## src/rtl/sensor_sample_scheduler_if.sv

```systemverilog
// Read handshake between the sample scheduler and the shared sensor read engine.
// The scheduler is the master; the engine answers with ack/data/err.
interface sensor_sample_scheduler_if #(
    parameter int NUM_CH = 4,
    parameter int DATA_W = 16
);
    localparam int CH_W = (NUM_CH > 1) ? $clog2(NUM_CH) : 1;

    logic              rd_req;
    logic [CH_W-1:0]   rd_ch;
    logic              rd_ack;
    logic [DATA_W-1:0] rd_data;
    logic              rd_err;

    modport master (
        output rd_req,
        output rd_ch,
        input  rd_ack,
        input  rd_data,
        input  rd_err
    );

    modport slave (
        input  rd_req,
        input  rd_ch,
        output rd_ack,
        output rd_data,
        output rd_err
    );
endinterface

```

## src/rtl/sensor_sample_scheduler.sv

```systemverilog
// Periodic sensor sampling controller: on each frame tick it reads every
// enabled channel in ascending order and flags completion with an interrupt.
module sensor_sample_scheduler #(
    parameter int NUM_CH      = 4,
    parameter int DATA_W      = 16,
    parameter int PERIOD_W    = 24,
    parameter int TIMEOUT_CYC = 1024
) (
    input  logic                       ACLK,
    input  logic                       ARESET,
    input  logic                       cfg_enable,
    input  logic [PERIOD_W-1:0]        cfg_period,
    input  logic [NUM_CH-1:0]          cfg_ch_mask,
    sensor_sample_scheduler_if.master  rd,
    output logic [NUM_CH*DATA_W-1:0]   sample_data,
    output logic [NUM_CH-1:0]          sample_err,
    output logic                       frame_done,
    output logic                       frame_irq,
    output logic                       overrun,
    input  logic                       irq_ack,
    output logic                       busy
);

    localparam int CH_W  = (NUM_CH > 1) ? $clog2(NUM_CH) : 1;
    localparam int CNT_W = CH_W + 1;
    localparam int TO_W  = $clog2(TIMEOUT_CYC + 1);

    localparam logic [2:0] S_IDLE      = 3'd0;
    localparam logic [2:0] S_WAIT_TICK = 3'd1;
    localparam logic [2:0] S_SCAN      = 3'd2;
    localparam logic [2:0] S_ISSUE     = 3'd3;
    localparam logic [2:0] S_WAIT_ACK  = 3'd4;
    localparam logic [2:0] S_DONE      = 3'd5;

    logic [2:0]          r_state;
    logic [PERIOD_W-1:0] r_timer;
    logic [NUM_CH-1:0]   r_mask;
    logic [CNT_W-1:0]    r_ch;
    logic [CH_W-1:0]     r_rd_ch;
    logic                r_rd_req;
    logic [TO_W-1:0]     r_to_cnt;
    logic                r_abort;
    logic                r_frame_done;
    logic                r_frame_irq;
    logic                r_overrun;
    logic [DATA_W-1:0]   r_sample [NUM_CH];
    logic [NUM_CH-1:0]   r_err;

    logic                w_tick;
    logic                w_found;
    logic [CH_W-1:0]     w_next_ch;
    logic                w_timeout;
    logic                w_busy;
    logic                w_frame_start;

    assign w_tick        = cfg_enable && (r_timer == '0);
    assign w_timeout     = (r_to_cnt == TO_W'(TIMEOUT_CYC - 1));
    assign w_busy        = (r_state == S_SCAN) || (r_state == S_ISSUE) ||
                           (r_state == S_WAIT_ACK) || (r_state == S_DONE);
    assign w_frame_start = (r_state == S_WAIT_TICK) && w_tick;

    // Frame period down-counter; reloads on each tick and is held while disabled
    always_ff @(posedge ACLK) begin
        if (ARESET || !cfg_enable) begin
            r_timer <= cfg_period;
        end else if (w_tick) begin
            r_timer <= cfg_period;
        end else begin
            r_timer <= r_timer - 1'b1;
        end
    end

    // Priority encoder: lowest snapshotted channel at or above the scan pointer
    always_comb begin
        w_found   = 1'b0;
        w_next_ch = '0;
        for (int i = NUM_CH - 1; i >= 0; i--) begin
            if (r_mask[i] && (CNT_W'(i) >= r_ch)) begin
                w_found   = 1'b1;
                w_next_ch = CH_W'(i);
            end
        end
    end

    // Scan FSM: walks the frame, owns the read request and its timeout
    always_ff @(posedge ACLK) begin
        if (ARESET) begin
            r_state      <= S_IDLE;
            r_mask       <= '0;
            r_ch         <= '0;
            r_rd_ch      <= '0;
            r_rd_req     <= 1'b0;
            r_to_cnt     <= '0;
            r_abort      <= 1'b0;
            r_frame_done <= 1'b0;
        end else begin
            r_frame_done <= 1'b0;
            unique case (r_state)
                S_IDLE: begin
                    if (cfg_enable) begin
                        r_state <= S_WAIT_TICK;
                    end
                end
                S_WAIT_TICK: begin
                    if (!cfg_enable) begin
                        r_state <= S_IDLE;
                    end else if (w_tick) begin
                        r_mask  <= cfg_ch_mask;
                        r_ch    <= '0;
                        r_state <= S_SCAN;
                    end
                end
                S_SCAN: begin
                    if (!cfg_enable) begin
                        r_state <= S_IDLE;
                    end else if (w_found) begin
                        r_rd_ch <= w_next_ch;
                        r_state <= S_ISSUE;
                    end else begin
                        r_state <= S_DONE;
                    end
                end
                S_ISSUE: begin
                    if (!cfg_enable) begin
                        r_state <= S_IDLE;
                    end else begin
                        r_rd_req <= 1'b1;
                        r_to_cnt <= '0;
                        r_abort  <= 1'b0;
                        r_state  <= S_WAIT_ACK;
                    end
                end
                S_WAIT_ACK: begin
                    if (!cfg_enable) begin
                        r_abort <= 1'b1;
                    end
                    if (rd.rd_ack || w_timeout) begin
                        r_rd_req <= 1'b0;
                        r_ch     <= {1'b0, r_rd_ch} + 1'b1;
                        r_state  <= (r_abort || !cfg_enable) ? S_IDLE : S_SCAN;
                    end else begin
                        r_to_cnt <= r_to_cnt + 1'b1;
                    end
                end
                S_DONE: begin
                    r_frame_done <= 1'b1;
                    r_state      <= S_WAIT_TICK;
                end
                default: begin
                    r_state <= S_IDLE;
                end
            endcase
        end
    end

    // Sample slots and error flags; errors of the new frame's channels clear on its tick
    always_ff @(posedge ACLK) begin
        if (ARESET) begin
            for (int i = 0; i < NUM_CH; i++) begin
                r_sample[i] <= '0;
            end
            r_err <= '0;
        end else if (w_frame_start) begin
            r_err <= r_err & ~cfg_ch_mask;
        end else if (r_state == S_WAIT_ACK) begin
            if (rd.rd_ack) begin
                if (rd.rd_err) begin
                    r_err[r_rd_ch] <= 1'b1;
                end else begin
                    r_sample[r_rd_ch] <= rd.rd_data;
                    r_err[r_rd_ch]    <= 1'b0;
                end
            end else if (w_timeout) begin
                r_err[r_rd_ch] <= 1'b1;
            end
        end
    end

    // Sticky interrupt and overrun flags; a set in the same cycle as irq_ack wins
    always_ff @(posedge ACLK) begin
        if (ARESET) begin
            r_frame_irq <= 1'b0;
            r_overrun   <= 1'b0;
        end else begin
            if (r_state == S_DONE) begin
                r_frame_irq <= 1'b1;
            end else if (irq_ack) begin
                r_frame_irq <= 1'b0;
            end
            if (w_tick && w_busy) begin
                r_overrun <= 1'b1;
            end else if (irq_ack) begin
                r_overrun <= 1'b0;
            end
        end
    end

    for (genvar g = 0; g < NUM_CH; g++) begin : g_pack
        assign sample_data[g*DATA_W +: DATA_W] = r_sample[g];
    end

    assign rd.rd_req  = r_rd_req;
    assign rd.rd_ch   = r_rd_ch;
    assign sample_err = r_err;
    assign frame_done = r_frame_done;
    assign frame_irq  = r_frame_irq;
    assign overrun    = r_overrun;
    assign busy       = w_busy;

endmodule
```

## src/flat_wrapper.sv

```systemverilog
// flat-port wrapper written by rule: the top's interface ports become plain ports
module sensor_sample_scheduler_flat 
#(
    parameter int NUM_CH      = 4,
    parameter int DATA_W      = 16,
    parameter int PERIOD_W    = 24,
    parameter int TIMEOUT_CYC = 1024
)
  (ACLK, ARESET, cfg_enable, cfg_period, cfg_ch_mask, sample_data, sample_err, frame_done, frame_irq, overrun, irq_ack, busy, rd_rd_req, rd_rd_ch, rd_rd_ack, rd_rd_data, rd_rd_err);
  sensor_sample_scheduler_if #(.NUM_CH(NUM_CH), .DATA_W(DATA_W)) rd_i ();
  input  logic ACLK;
  input  logic ARESET;
  input  logic cfg_enable;
  input  logic [PERIOD_W-1:0] cfg_period;
  input  logic [NUM_CH-1:0] cfg_ch_mask;
  output logic [NUM_CH*DATA_W-1:0] sample_data;
  output logic [NUM_CH-1:0] sample_err;
  output logic frame_done;
  output logic frame_irq;
  output logic overrun;
  input  logic irq_ack;
  output logic busy;
  output wire logic [$bits(rd_i.rd_req)-1:0] rd_rd_req;
  output wire logic [$bits(rd_i.rd_ch)-1:0] rd_rd_ch;
  input wire logic [$bits(rd_i.rd_ack)-1:0] rd_rd_ack;
  input wire logic [$bits(rd_i.rd_data)-1:0] rd_rd_data;
  input wire logic [$bits(rd_i.rd_err)-1:0] rd_rd_err;
  assign rd_rd_req = rd_i.rd_req;
  assign rd_rd_ch = rd_i.rd_ch;
  assign rd_i.rd_ack = rd_rd_ack;
  assign rd_i.rd_data = rd_rd_data;
  assign rd_i.rd_err = rd_rd_err;
  sensor_sample_scheduler #(.NUM_CH(NUM_CH), .DATA_W(DATA_W), .PERIOD_W(PERIOD_W), .TIMEOUT_CYC(TIMEOUT_CYC)) u_core (.ACLK(ACLK), .ARESET(ARESET), .cfg_enable(cfg_enable), .cfg_period(cfg_period), .cfg_ch_mask(cfg_ch_mask), .rd(rd_i), .sample_data(sample_data), .sample_err(sample_err), .frame_done(frame_done), .frame_irq(frame_irq), .overrun(overrun), .irq_ack(irq_ack), .busy(busy));
endmodule
```

## config.mk

```make
export PLATFORM = sky130hd
export DESIGN_NAME = sensor_sample_scheduler_flat
export DESIGN_NICKNAME = d
export VERILOG_FILES = /design/src/rtl/sensor_sample_scheduler_if.sv /design/src/rtl/sensor_sample_scheduler.sv /design/src/flat_wrapper.sv
export SDC_FILE = /design/constraint.sdc
export NUM_CORES = 1
export LEC_CHECK = 0
export CORE_MARGIN = 3
export CORE_UTILIZATION = 53
export DETAILED_ROUTE_END_ITERATION = 8
export GPL_TIMING_DRIVEN = 0
export PLACE_DENSITY = 0.85
export SETUP_SLACK_MARGIN = 0.05
export SLEW_MARGIN = 20
export SYNTH_ARGS = -nofsm -noshare
export SYNTH_HDL_FRONTEND = slang
export SYNTH_SLANG_ARGS = --single-unit
```

## constraint.sdc

```tcl
create_clock -name ACLK -period 6.8 [get_ports ACLK]
set_clock_uncertainty 0.05 [all_clocks]
set_input_delay 1.02 -clock ACLK [delete_from_list [all_inputs] [get_ports ACLK]]
set_output_delay 1.02 -clock ACLK [all_outputs]
set_load 0.01 [all_outputs]
```

==> summary by stage, run 1 <==
Yosys
The sequential element share of the synthesized area is 58.5%. The synthesized area per cell is 10.8 µm². The net count of the mapped netlist is 539. Synthesis handed over a netlist of 482 instances. For this run, the leading register cell type out of synthesis is sky130_fd_sc_hd__edfxtp_1. The synthesized design contains 64 enable-type register cells. The summed instance area of the synthesized netlist is 5200 µm². The Yosys step of the flow raised 0 warnings. The distinct cell type count of the synthesized netlist is 52. The total of flip-flops plus latches after synthesis is 120. The fraction of registers with async set/reset is 0%.

Clock network
Clock-pin slew was measured on the worst setup and hold paths at 0.06 ns. The total clock sinks is 120. The number of buffers inserted for hold repair after clock tree synthesis is 0. The root buffer cell chosen for the clock tree is sky130_fd_sc_hd__clkbuf_8. The number of buffers between clock root and the deepest sink is 2. The number of levels the H-tree was split into is 4.

The source-to-sink clock delay at the later pin of the worst-skew pair is 0.51 ns. The number of setup buffers added after CTS is 0. The number of gates resized after cts is 0. TritonCTS created 17 clock buffers. TritonCTS built the clock tree.

Floorplan
The effective utilization at floorplan is 55.5%. The area of the die is 11,000 µm². The width of the die is 105 µm. The die is 105 µm tall.

The count of standard-cell rows is 35. The core region is 9370 µm². For this design the top-level I/O count stands at 125.

Final layout
The post-layout instance count excluding filler cells is 767. The final standard cell area without fillers is 7230 µm². For this run, the post-layout net count is 683. The signed area change from the synthesized netlist to the final layout is 39.0%. Once layout is complete, the utilization of the core stands at 77.2%. The number of antenna diodes is 0. The storage element area is 3040 µm². The post-route netlist has 7.68% of its cells at a drive strength greater than 1. Counting the fill cells in the layout gives 607. Summing all multi-input logic gate instances after layout gives 2040 µm².

Global route
The first-pass GRT wire length is 20,200 µm. After global routing the overflow that remains totals 0. The via count of the first global-routing pass is 4,103. The global-route total usage across every layer is 23.0%.

The largest net degree at the start of global routing is 17. The number of antenna violations at the first check in global routing is 0.

STA
The slew at the pin with the worst max-slew slack is 1.02 ns. Setup repair after global routing left no endpoint under its margin. Timing would allow up to 0.301 GHz.

The total negative slack is 0 ns. Hold timing on the final database bottoms out at a slack of 0.404 ns. The final count of hold timing violations was 0. The final critical-path share of the clock period is 48.9%. The worst path in the final design needs a cycle of 3.32 ns, including I/O delays and setup. Measured against its own limit, the worst slew margin works out to 31.7%. The number of pins with negative max-slew slack in the final report was 0. Across all setup checks in the final design, the least slack found is 3.48 ns. Setup violations remaining at the end of the flow were counted as 0.

Power and ir drop
The completed layout was analyzed and its total power is 1.84 mW. IR analysis of the VDD net gives a maximum drop of 173 µV. In this run the power density over the cells is 254 nW/µm².

The static power due to leakage is 2.64 nW.

Critical path
The cell with the most instances on the worst path is sky130_fd_sc_hd__nand2b_1. The nature of the critical path startpoint is an input port. On the worst path, the slowest cell contributes a delay of 0.84 ns. At the worst endpoint, the required time is 6.90 ns.

The arrival time at the worst endpoint is 3.43 ns. The startpoint-to-endpoint class of the critical path is in2reg. Among all stages on the critical path, the largest delay is contributed by sky130_fd_sc_hd__nor4_1. In this run the critical register-to-register path is launched from u_core.r_state[2]$_SDFFE_PP0P_.

Setup slack on the worst reg-to-reg path comes out at 3.85 ns. The peak fanout along the critical path is 16. The most critical setup path has its startpoint at rd_rd_ack.

Together, buffers and inverters on the worst path number 1. Traced cell by cell, the critical path runs through clkdlybuf4s50_1, nand2b_1, nand2b_1, nor4_1, or2_2. The dominant delay contributor by cell family on the critical path is simple AND/OR/NAND/NOR gates.

The critical path capture point type is a flop.

Worst hold path
The path class of the tightest hold or removal check is reg2reg. The source of the worst hold timing path is u_core.r_to_cnt[10]$_SDFFE_PP0P_.

Routing
The vias per cell is 5.48. The detail route stage leaves a number of antenna-violating nets equal to 0. Summed over all layers, the routed wires come to 12,700 µm. The number of remaining DRC errors is 0. The via count is 4,203. The total iterations of the first detailed-routing run is 5.

The detailed router finished its first iteration with 232 violations. The post-detailed-route wirelength per cell is 16.6 µm.

Placed design
Once placement completed, the tool counted placed cells totaling 736. The instance area at placement is 6640 µm². The placed wire-length estimate is 8750 µm. At the placement stage, the worst setup path has a slack of 2.94 ns.

The number of buffers added on ports is 123. At the end of routability-driven placement, the weighted congestion stood at 0.834.

Run status
The flow ran to the end, and the final reports show no timing, DRC or antenna violations.

Run
The max-capacitance violation count is 0.
==> layer usage <==
layer / routed length (µm) / global-route usage, % / up-vias
met2: 6200 / 39.7 / 191
met4: 199 / 7.87 / 0
met5: 0 / 0 / -
li1: - / - / 2013
met3: 961 / 5.93 / 21
met1: 5350 / 27.8 / 1978
==> worst register-to-register path, stage by stage, from the launching register on <==
cell and delay, ns:
sky130_fd_sc_hd__dfxtp_1 0.30, sky130_fd_sc_hd__buf_2 0.18, sky130_fd_sc_hd__nor3b_2 0.39, sky130_fd_sc_hd__nand2b_1 0.29, sky130_fd_sc_hd__nor4_1 0.84, sky130_fd_sc_hd__or2_2 0.54
==> synth_stat cells, types with 9 or more instances <==
cell type                   n  area [µm²]
sky130_fd_sc_hd__and2_1    66         413
sky130_fd_sc_hd__edfxtp_1  64        1920
sky130_fd_sc_hd__dfxtp_1   56        1120
sky130_fd_sc_hd__nand2_1   38         143
sky130_fd_sc_hd__o21ai_0   33         165
sky130_fd_sc_hd__nor2_1    29         109
sky130_fd_sc_hd__a21oi_1   25         125
sky130_fd_sc_hd__inv_1     17        63.8
sky130_fd_sc_hd__clkbuf_1  12        45.0
sky130_fd_sc_hd__xnor2_1   12         105
sky130_fd_sc_hd__nand3_1   11        55.1
sky130_fd_sc_hd__nor3_1    10        50.1
sky130_fd_sc_hd__xor2_1    10        87.6
sky130_fd_sc_hd__nor4_1     9        56.3
==> cells by family (layout without fill, tap and decap cells) <==
group | Yosys count | in the layout | share of synthesized area [%]
fa+ha+maj | 7 | 7 | 1.68
simple gates | 202 | 202 | 21.7
flops | 120 | 120 | 58.5
compound gates | 92 | 92 | 10.8
xor+xnor | 22 | 22 | 3.70
mux | 4 | 4 | 0.770
buf+inv | 35 | 191 | 2.77
==> area by class of cell <==
cell class / count / area share (%)
inverters: 17 / 0.882
repair buffers: 125 / 17.4
clock buffers: 17 / 5.73
plain buffers: 18 / 1.11
multi-input cells: 327 / 28.2
clock inverters: 14 / 2.40
flip-flops and latches: 120 / 42.1
well taps: 129 / 2.23
==> registers in the layout (all words and copies together), names as in the netlist, named ones only <==
| register | cells |
|---|---|
| u_core.r_mask | 4 |
| u_core.rd.rd_ch | 2 |
| u_core.r_abort | 1 |
| u_core.r_timer | 24 |
| u_core.r_to_cnt | 11 |
| u_core.frame_done | 1 |
| u_core.r_state | 3 |
| u_core.frame_irq | 1 |
| u_core.rd.rd_req | 1 |
| u_core.r_ch | 3 |
| u_core.r_sample | 64 |
| u_core.overrun | 1 |
==> power breakdown <==
part           switching (mW)  total, mW  internal [mW]
clock network           0.327      0.885          0.558
logic                  0.0670      0.142         0.0754
registers              0.0198      0.811          0.791
total                   0.414       1.84           1.42
==> path summary, 6_finish.rpt <==
path,endpoint,depth (start not counted)
max,u_core.r_sample[1][9]$_SDFFCE_PN0P_,5
max reg2reg,u_core.r_sample[1][9]$_SDFFCE_PN0P_,5
min,u_core.r_to_cnt[10]$_SDFFE_PP0P_,1
min reg2reg,u_core.r_to_cnt[10]$_SDFFE_PP0P_,1
==> layout by cell type, fill, tap and decap left out, types with 4 or more instances in the layout <==
cell type / count
sky130_fd_sc_hd__nand2_1: 38
sky130_fd_sc_hd__or4_1: 6
sky130_fd_sc_hd__clkinv_4: 4
sky130_fd_sc_hd__o21ai_0: 32
sky130_fd_sc_hd__clkdlybuf4s50_1: 123
sky130_fd_sc_hd__ha_1: 7
sky130_fd_sc_hd__xnor2_1: 12
sky130_fd_sc_hd__buf_2: 4
sky130_fd_sc_hd__inv_1: 17
sky130_fd_sc_hd__nand2b_1: 6
sky130_fd_sc_hd__edfxtp_1: 64
sky130_fd_sc_hd__xor2_1: 10
sky130_fd_sc_hd__o32ai_1: 4
sky130_fd_sc_hd__nor4_1: 8
sky130_fd_sc_hd__a31oi_1: 5
sky130_fd_sc_hd__a21oi_1: 25
sky130_fd_sc_hd__nor2_1: 29
sky130_fd_sc_hd__clkbuf_16: 16
sky130_fd_sc_hd__and2_1: 66
sky130_fd_sc_hd__nand4_1: 5
sky130_fd_sc_hd__dfxtp_1: 56
sky130_fd_sc_hd__nor3_1: 10
sky130_fd_sc_hd__or3_1: 5
sky130_fd_sc_hd__clkbuf_1: 12
sky130_fd_sc_hd__nand3_1: 11
sky130_fd_sc_hd__mux2i_1: 4
Power figures use the tool's default switching activity.
==> inputs of run 2 (changes only) <==
Settings changed: CORE_UTILIZATION 53 to 45, PLACE_DENSITY 0.85 to 0.76.
Clock period 6.8 ns to 3 ns, I/O delays scaled along.
==> run 2 against run 1 <==
Critical path depth unchanged; core utilization shrank 11 points; highest routed layer unchanged; first-iteration DRC count decreased by 9.5%; wire length is 2.4% lower; cell area rose by 1.0%; via count fell by 1.7%; sequential cell count is the same; critical endpoint is now u_core.r_sample[1][4]$_SDFFCE_PN0P_.
==> summary by stage, run 2 (synthesis gave the netlist of run 1 again) <==
Floorplan
The chip height came to 114 µm (+8.0%). The width of the die came to 114 µm (+8.0%). The area of the die is 12,900 µm² (+17%). The boundary pin count is 125 (unchanged). The core outline area was 11,100 µm² (+18%). The effective utilization at floorplan is 47.0% (-8.6 points). The count of standard-cell rows is 38 (+8.6%).

STA
The minimum hold slack is 0.430 ns (+0.0256 ns). Setup repair after global routing could not meet its margin everywhere. The smallest clock period supported by the final layout is computed as 2.74 ns. The max-slew headroom at the worst pin is 54.4% (+23 points).

The number of pins with negative max-slew slack in the final report is 0 (unchanged). The final setup violation count is 0 (unchanged). The slew at the pin with the worst max-slew slack came to 0.678 ns (-0.337 ns). The final count of hold timing violations is 0 (unchanged). The total negative slack came to 0 ns (unchanged).

Based on the critical path, the design can be clocked at up to 0.365 GHz. The final critical-path share of the clock period is 91.3%.

Routing
The vias per cell is 5.31 (-3.1%). The total iterations of the first detailed-routing run came to 5 (unchanged). The total detailed-routing wirelength was 12,400 µm (-2.4%). The post-detailed-route wirelength per cell was 15.9 µm (-3.8%).

The via count is 4,132 (-1.7%). The number of nets with antenna violations after detailed routing was 0 (unchanged). The number of remaining DRC errors was 0 (unchanged). The number of DRC violations after detailed-routing iteration 0 is 210 (-9.5%).

Power and ir drop
The worst vdd rail ir drop came to 361 µV (+110%). The total chip power is 4.29 mW (+130%). The static power due to leakage was 2.66 nW (+0.77%). The power density over the cells was 587 nW/µm² (+130%).

Critical path
The peak fanout along the critical path is 16 (unchanged). The slack of the worst reg-to-reg path is 0.26 ns (-3.59 ns). In this run the worst setup path terminates at u_core.r_sample[1][4]$_SDFFCE_PN0P_. The start of the worst register-to-register path is u_core.r_state[1]$_SDFFE_PP0P_. The worst setup path startpoint is u_core.r_state[1]$_SDFFE_PP0P_. The cell count of the worst reg-to-reg path is 5 (unchanged). The nature of the critical path startpoint is a flop. The arrival time at the worst endpoint came to 2.74 ns (-0.69 ns).

The worst setup path is of the reg2reg kind. In this run the critical register-to-register path is captured at u_core.r_sample[1][4]$_SDFFCE_PN0P_. STA classifies the critical path endpoint as a flop. The worst endpoint required time is 3.00 ns (-3.90 ns).

Clock network
The clock transition at the register clock pins on the worst setup and hold paths after CTS was 0.06 ns (about the same). The cell at the root of the clock tree is sky130_fd_sc_hd__clkbuf_16. The number of buffers between clock root and the deepest sink is 2 (unchanged). The number of buffers inserted for hold repair after clock tree synthesis came to 0 (unchanged). The number of levels the H-tree was split into is 4 (unchanged). The number of buffers inserted during clock tree synthesis came to 17 (unchanged). The source-to-sink clock delay at the later pin of the worst-skew pair was 0.40 ns (-0.11 ns).

The total clock sinks was 120 (unchanged). The TritonCTS clock tree is built.

Global route
The largest net degree at the start of global routing is 17 (unchanged). The global-route total usage across every layer is 19.3% (-3.6 points). The remaining global-route overflow is 0 (unchanged). The number of antenna violations at the first check in global routing is 0 (unchanged). The via count of the first global-routing pass came to 4,063 (-0.97%).

The first-pass GRT wire length came to 19,800 µm (-2.0%).

Final layout
The largest registers in the layout are u_core.r_sample (64), u_core.r_timer (24), u_core.r_to_cnt (11). The storage element area is 3040 µm² (unchanged). Ranked by flip-flop count, first place goes to u_core.r_sample. Compared with the post-synthesis result, the final layout area differs by 40.5%.

In the layout the commonest cells are sky130_fd_sc_hd__clkdlybuf4s50_1, sky130_fd_sc_hd__and2_1, sky130_fd_sc_hd__edfxtp_1, sky130_fd_sc_hd__dfxtp_1, sky130_fd_sc_hd__nand2_1. The most common library cell in the layout ignoring fill and taps is sky130_fd_sc_hd__clkdlybuf4s50_1. The post-layout net count is 683 (unchanged).

The final standard cell area without fillers is 7310 µm² (+1.0%). The flip-flop count of the largest register after layout is 64 (unchanged). The area of the multi-input gates came to 2070 µm² (+1.3%). The proportion of layout cells with a drive suffix above 1 is 8.46% (+0.78 points).

The post-route core utilization is 66.0% (-11 points). The number of antenna diodes came to 0 (unchanged). The fill cell instance count of the final layout was 864 (+42%).

Placed design
The placed wire-length estimate is 8850 µm (+1.1%). The final RePlAce weighted congestion was 0.883 (+5.8%). The number of buffers added on ports is 123 (unchanged). The instance area at placement is 6660 µm² (+0.30%).

Run
The max-capacitance violation count is 0 (unchanged).

Worst hold path
The classification of the worst-slack hold path is reg2reg.

Run status
The run finished with clean final reports.
run 2: cell count changes in the layout (fill, tap and decap cells not counted), sizes merged:
cell | before | now
bufinv | 3 | 4
clkinv | 6 | 5
run 2: per-layer routing:
layer / vias to the layer above / share of wire (%) / global-route usage [%]
met4: 0 / 0.87 / 4.81
li1: 2000 / - / -
met1: 1970 / 44 / 24.2
met5: - / 0 / 0
met3: 10 / 6.5 / 4.51
met2: 152 / 48 / 33.8
run 2: critical path, cell delays in order, from the launching register on:
cell and delay (ns):
sky130_fd_sc_hd__dfxtp_1 0.29, sky130_fd_sc_hd__clkbuf_1 0.18, sky130_fd_sc_hd__nor3b_2 0.41, sky130_fd_sc_hd__nand2b_1 0.34, sky130_fd_sc_hd__nor4_2 0.59, sky130_fd_sc_hd__or2_2 0.50
run 2: how the worst min path moves through the flow:
| stage | start | end | slack (ns) | depth (start not counted) |
|---|---|---|---|---|
| CTS | u_core.r_to_cnt[10]$_SDFFE_PP0P_ | u_core.r_to_cnt[10]$_SDFFE_PP0P_ | 0.42 | 1 |
| detailed placement | u_core.r_to_cnt[10]$_SDFFE_PP0P_ | u_core.r_to_cnt[10]$_SDFFE_PP0P_ | 0.42 | 1 |
| floorplan | u_core.r_to_cnt[10]$_SDFFE_PP0P_ | u_core.r_to_cnt[10]$_SDFFE_PP0P_ | 0.38 | 1 |
| finish | u_core.r_to_cnt[10]$_SDFFE_PP0P_ | u_core.r_to_cnt[10]$_SDFFE_PP0P_ | 0.43 | 1 |
| global route | u_core.r_to_cnt[10]$_SDFFE_PP0P_ | u_core.r_to_cnt[10]$_SDFFE_PP0P_ | 0.44 | 1 |
| global placement | u_core.r_to_cnt[10]$_SDFFE_PP0P_ | u_core.r_to_cnt[10]$_SDFFE_PP0P_ | 0.38 | 1 |
run 2: where the power goes:
| part | total (mW) | internal, mW | switching (mW) |
|---|---|---|---|
| combinational | 0.319 | 0.170 | 0.149 |
| sequential | 1.84 | 1.79 | 0.0435 |
| clock | 2.14 | 1.39 | 0.744 |
| total | 4.29 | 3.36 | 0.937 |
run 2: timing repair:
item | CTS | global route
resized for setup | 1 | 2
setup buffers | 0 | 0
endpoints found under the setup margin | 16 | 15
run 2: final cells by class:
type                       count  area share (%)
timing repair buffer         125            17.2
inverter                      17           0.873
multi-input combinational    327            28.3
clock buffer                  17            5.82
sequential                   120            41.6
tap                          140            2.40
buffer                        18            1.10
clock inverter                14            2.71
run 2: metrics by stage:
step | setup WS, ns | std cells
after floorplan | 0.327 | 482
after global placement | -1.02 | 745
after detailed placement | -0.396 | 747
after CTS | 0.243 | 778
after global routing | 0.0288 | 778
final | 0.260 | 778
==> inputs of run 3 (changes only) <==
Settings changed: CORE_MARGIN 3 to 2, PLACE_DENSITY 0.76 to 0.87.
==> run 3 against run 2 <==
Cell area fell by 0.56%; via count rose by 2.1%; combinational power rose by 1%; wire length rose by 2.0%; first-iteration DRC count rose by 45%; die area fell by 3.5%; setup slack improved by 0.086 ns; largest cell class unchanged; largest power group unchanged; highest routed layer unchanged.
==> summary by stage, run 3 (synthesis gave the netlist of run 1 again) <==
Global route
The remaining global-route overflow is 0 (unchanged). The first-pass GRT wire length is 20,700 µm (+4.4%). The global-route total usage across every layer is 20.8% (+1.5 points). The largest net degree at the start of global routing is 17 (unchanged).

The number of antenna violations at the first check in global routing is 0 (unchanged). The via count of the first global-routing pass is 4,305 (+6.0%).

Clock network
The total clock sinks is 120 (unchanged). The clock transition at the register clock pins on the worst setup and hold paths after CTS is 0.06 ns (about the same). The number of buffers between clock root and the deepest sink is 2 (unchanged).

The source-to-sink clock delay at the later pin of the worst-skew pair was 0.41 ns (about the same). The number of levels the H-tree was split into is 4 (unchanged). The post-CTS setup buffer count is 0 (unchanged). The cell at the root of the clock tree is sky130_fd_sc_hd__clkbuf_16.

The TritonCTS clock tree is built. The number of buffers inserted during clock tree synthesis is 17 (unchanged).

Final layout
The post-layout net count is 683 (unchanged). The area of the multi-input gates is 2070 µm² (+0.12%). The storage element area was 3040 µm² (unchanged).

The post-layout instance count excluding filler cells is 782 (+0.51%). The number of antenna diodes is 0 (unchanged). The flip-flop count of the largest register after layout was 64 (unchanged). The proportion of layout cells with a drive suffix above 1 was 8.45% (-0.013 points). The most common library cell in the layout ignoring fill and taps is sky130_fd_sc_hd__clkdlybuf4s50_1. Ranked by flip-flop count, first place goes to u_core.r_sample. In the final layout, the registers with the most flip-flops are u_core.r_sample (64), u_core.r_timer (24), u_core.r_to_cnt (11). The signed area change from the synthesized netlist to the final layout is 39.7%.

The final standard cell area without fillers is 7270 µm² (-0.56%). In the layout the commonest cells are sky130_fd_sc_hd__clkdlybuf4s50_1, sky130_fd_sc_hd__and2_1, sky130_fd_sc_hd__edfxtp_1, sky130_fd_sc_hd__dfxtp_1, sky130_fd_sc_hd__nand2_1. The fill cell instance count of the final layout was 880 (+1.9%). The post-route core utilization was 63.9% (-2.1 points).

Placed design
The instance area at placement is 6670 µm² (about the same). The final RePlAce weighted congestion came to 0.848 (-3.9%). The number of buffers added on ports is 123 (unchanged). The placed wire-length estimate is 9110 µm (+3.0%). The number of cells after detailed placement came to 750 (+0.40%). The worst setup timing slack at the placement stage is -0.195 ns (+0.200 ns).

Floorplan
The chip height is 112 µm (-1.8%). The width of the die is 112 µm (-1.8%). The count of standard-cell rows came to 39 (+2.6%). The effective utilization at floorplan is 45.8% (-1.2 points). The boundary pin count is 125 (unchanged). The core outline area is 11,400 µm² (+2.6%). The area of the die is 12,400 µm² (-3.5%).

STA
The number of pins with negative max-slew slack in the final report is 0 (unchanged). The total negative slack came to 0 ns (unchanged). The minimum hold slack is 0.396 ns (-0.0338 ns). The time the worst path needs with I/O delays and setup is 2.65 ns (-0.0864 ns). The achievable clock frequency is 0.377 GHz (+3.3%). The max-slew headroom at the worst pin is 31.9% (-23 points). The final critical-path share of the clock period is 88.5% (-2.9 points).

The final worst setup slack is 0.346 ns (+0.0864 ns). Setup repair after global routing left no endpoint under its margin. The slew at the pin with the worst max-slew slack was 1.01 ns (+0.334 ns).

The final count of hold timing violations came to 0 (unchanged). The final setup violation count is 0 (unchanged).

Power and ir drop
The worst vdd rail ir drop is 334 µV (-7.4%). The static power due to leakage was 2.64 nW (-0.98%). The power density over the cells came to 568 nW/µm² (-3.2%). The total chip power is 4.13 mW (-3.8%).

Routing
The vias per cell is 5.39 (+1.5%). The post-detailed-route wirelength per cell came to 16.2 µm (+1.5%). The number of remaining DRC errors is 0 (unchanged).

The total detailed-routing wirelength is 12,700 µm (+2.0%). The number of DRC violations after detailed-routing iteration 0 is 305 (+45%). The number of nets with antenna violations after detailed routing came to 0 (unchanged). The total iterations of the first detailed-routing run is 6 (+1). The via count is 4,217 (+2.1%).

Critical path
The startpoint-to-endpoint class of the critical path is reg2reg. The nature of the critical path startpoint is a flop. The worst setup path is captured at a flop. The worst endpoint required time is 3.00 ns (about the same). The peak fanout along the critical path is 16 (unchanged). The arrival time at the worst endpoint is 2.65 ns (-0.09 ns).

Worst hold path
The classification of the worst-slack hold path is reg2reg.

Run status
The run finished with clean final reports.

Run
The max-capacitance violation count is 0 (unchanged).
run 3: changes by cell type in the layout (fill, tap and decap cells not counted):
cell,previous run,this run
sky130_fd_sc_hd__inv_6,3,2
sky130_fd_sc_hd__buf_6,2,3
sky130_fd_sc_hd__clkinvlp_4,2,4
sky130_fd_sc_hd__clkinv_2,2,4
sky130_fd_sc_hd__nor4_2,2,0
sky130_fd_sc_hd__nor4_1,6,7
sky130_fd_sc_hd__bufinv_16,4,2
sky130_fd_sc_hd__buf_8,1,0
sky130_fd_sc_hd__nor4_4,2,3
run 3: layout make-up:
class	instances	share of cell area (%)
flip-flops and latches	120	41.9
well taps	143	2.46
clock buffers	17	5.85
plain buffers	18	1.10
inverters	17	0.878
clock inverters	15	2.12
repair buffers	125	17.3
multi-input cells	327	28.5
run 3: worst max-delay path, cell delays in order (launching register included):
cell and delay [ns]:
sky130_fd_sc_hd__dfxtp_1 0.30, sky130_fd_sc_hd__clkbuf_1 0.19, sky130_fd_sc_hd__nor3b_2 0.39, sky130_fd_sc_hd__nand2b_1 0.35, sky130_fd_sc_hd__nor4_4 0.50, sky130_fd_sc_hd__or2_2 0.51
run 3: power by group:
| group | switching (mW) | total [mW] | internal [mW] | leakage (nW) |
|---|---|---|---|---|
| Clock | 0.748 | 1.97 | 1.22 | 0.275 |
| Sequential | 0.0444 | 1.84 | 1.79 | 1.11 |
| Combinational | 0.153 | 0.323 | 0.170 | 1.26 |
run 3: repair_timing:
action	CTS	global route
hold buffers	0	0
endpoints found under the setup margin	0	42
endpoints found under the hold margin	0	0
gates resized for setup	0	3
run 3: metal layers:
metal  routed length (µm)  GRT usage, %
met4                  160          7.41
met3                  820          5.01
met5                    0             0
met2                 6530          37.8
met1                 5140          23.9
run 3: path summary, 6_finish.rpt:
| kind | end | start | slack [ns] | cells past startpoint |
|---|---|---|---|---|
| setup / recovery | u_core.r_sample[0][15]$_SDFFCE_PN0P_ | u_core.r_state[1]$_SDFFE_PP0P_ | 0.35 | 5 |
| hold / removal | u_core.r_to_cnt[10]$_SDFFE_PP0P_ | u_core.r_to_cnt[10]$_SDFFE_PP0P_ | 0.40 | 1 |
| setup reg to reg | u_core.r_sample[0][15]$_SDFFCE_PN0P_ | u_core.r_state[1]$_SDFFE_PP0P_ | 0.35 | 5 |
| hold reg to reg | u_core.r_to_cnt[10]$_SDFFE_PP0P_ | u_core.r_to_cnt[10]$_SDFFE_PP0P_ | 0.40 | 1 |
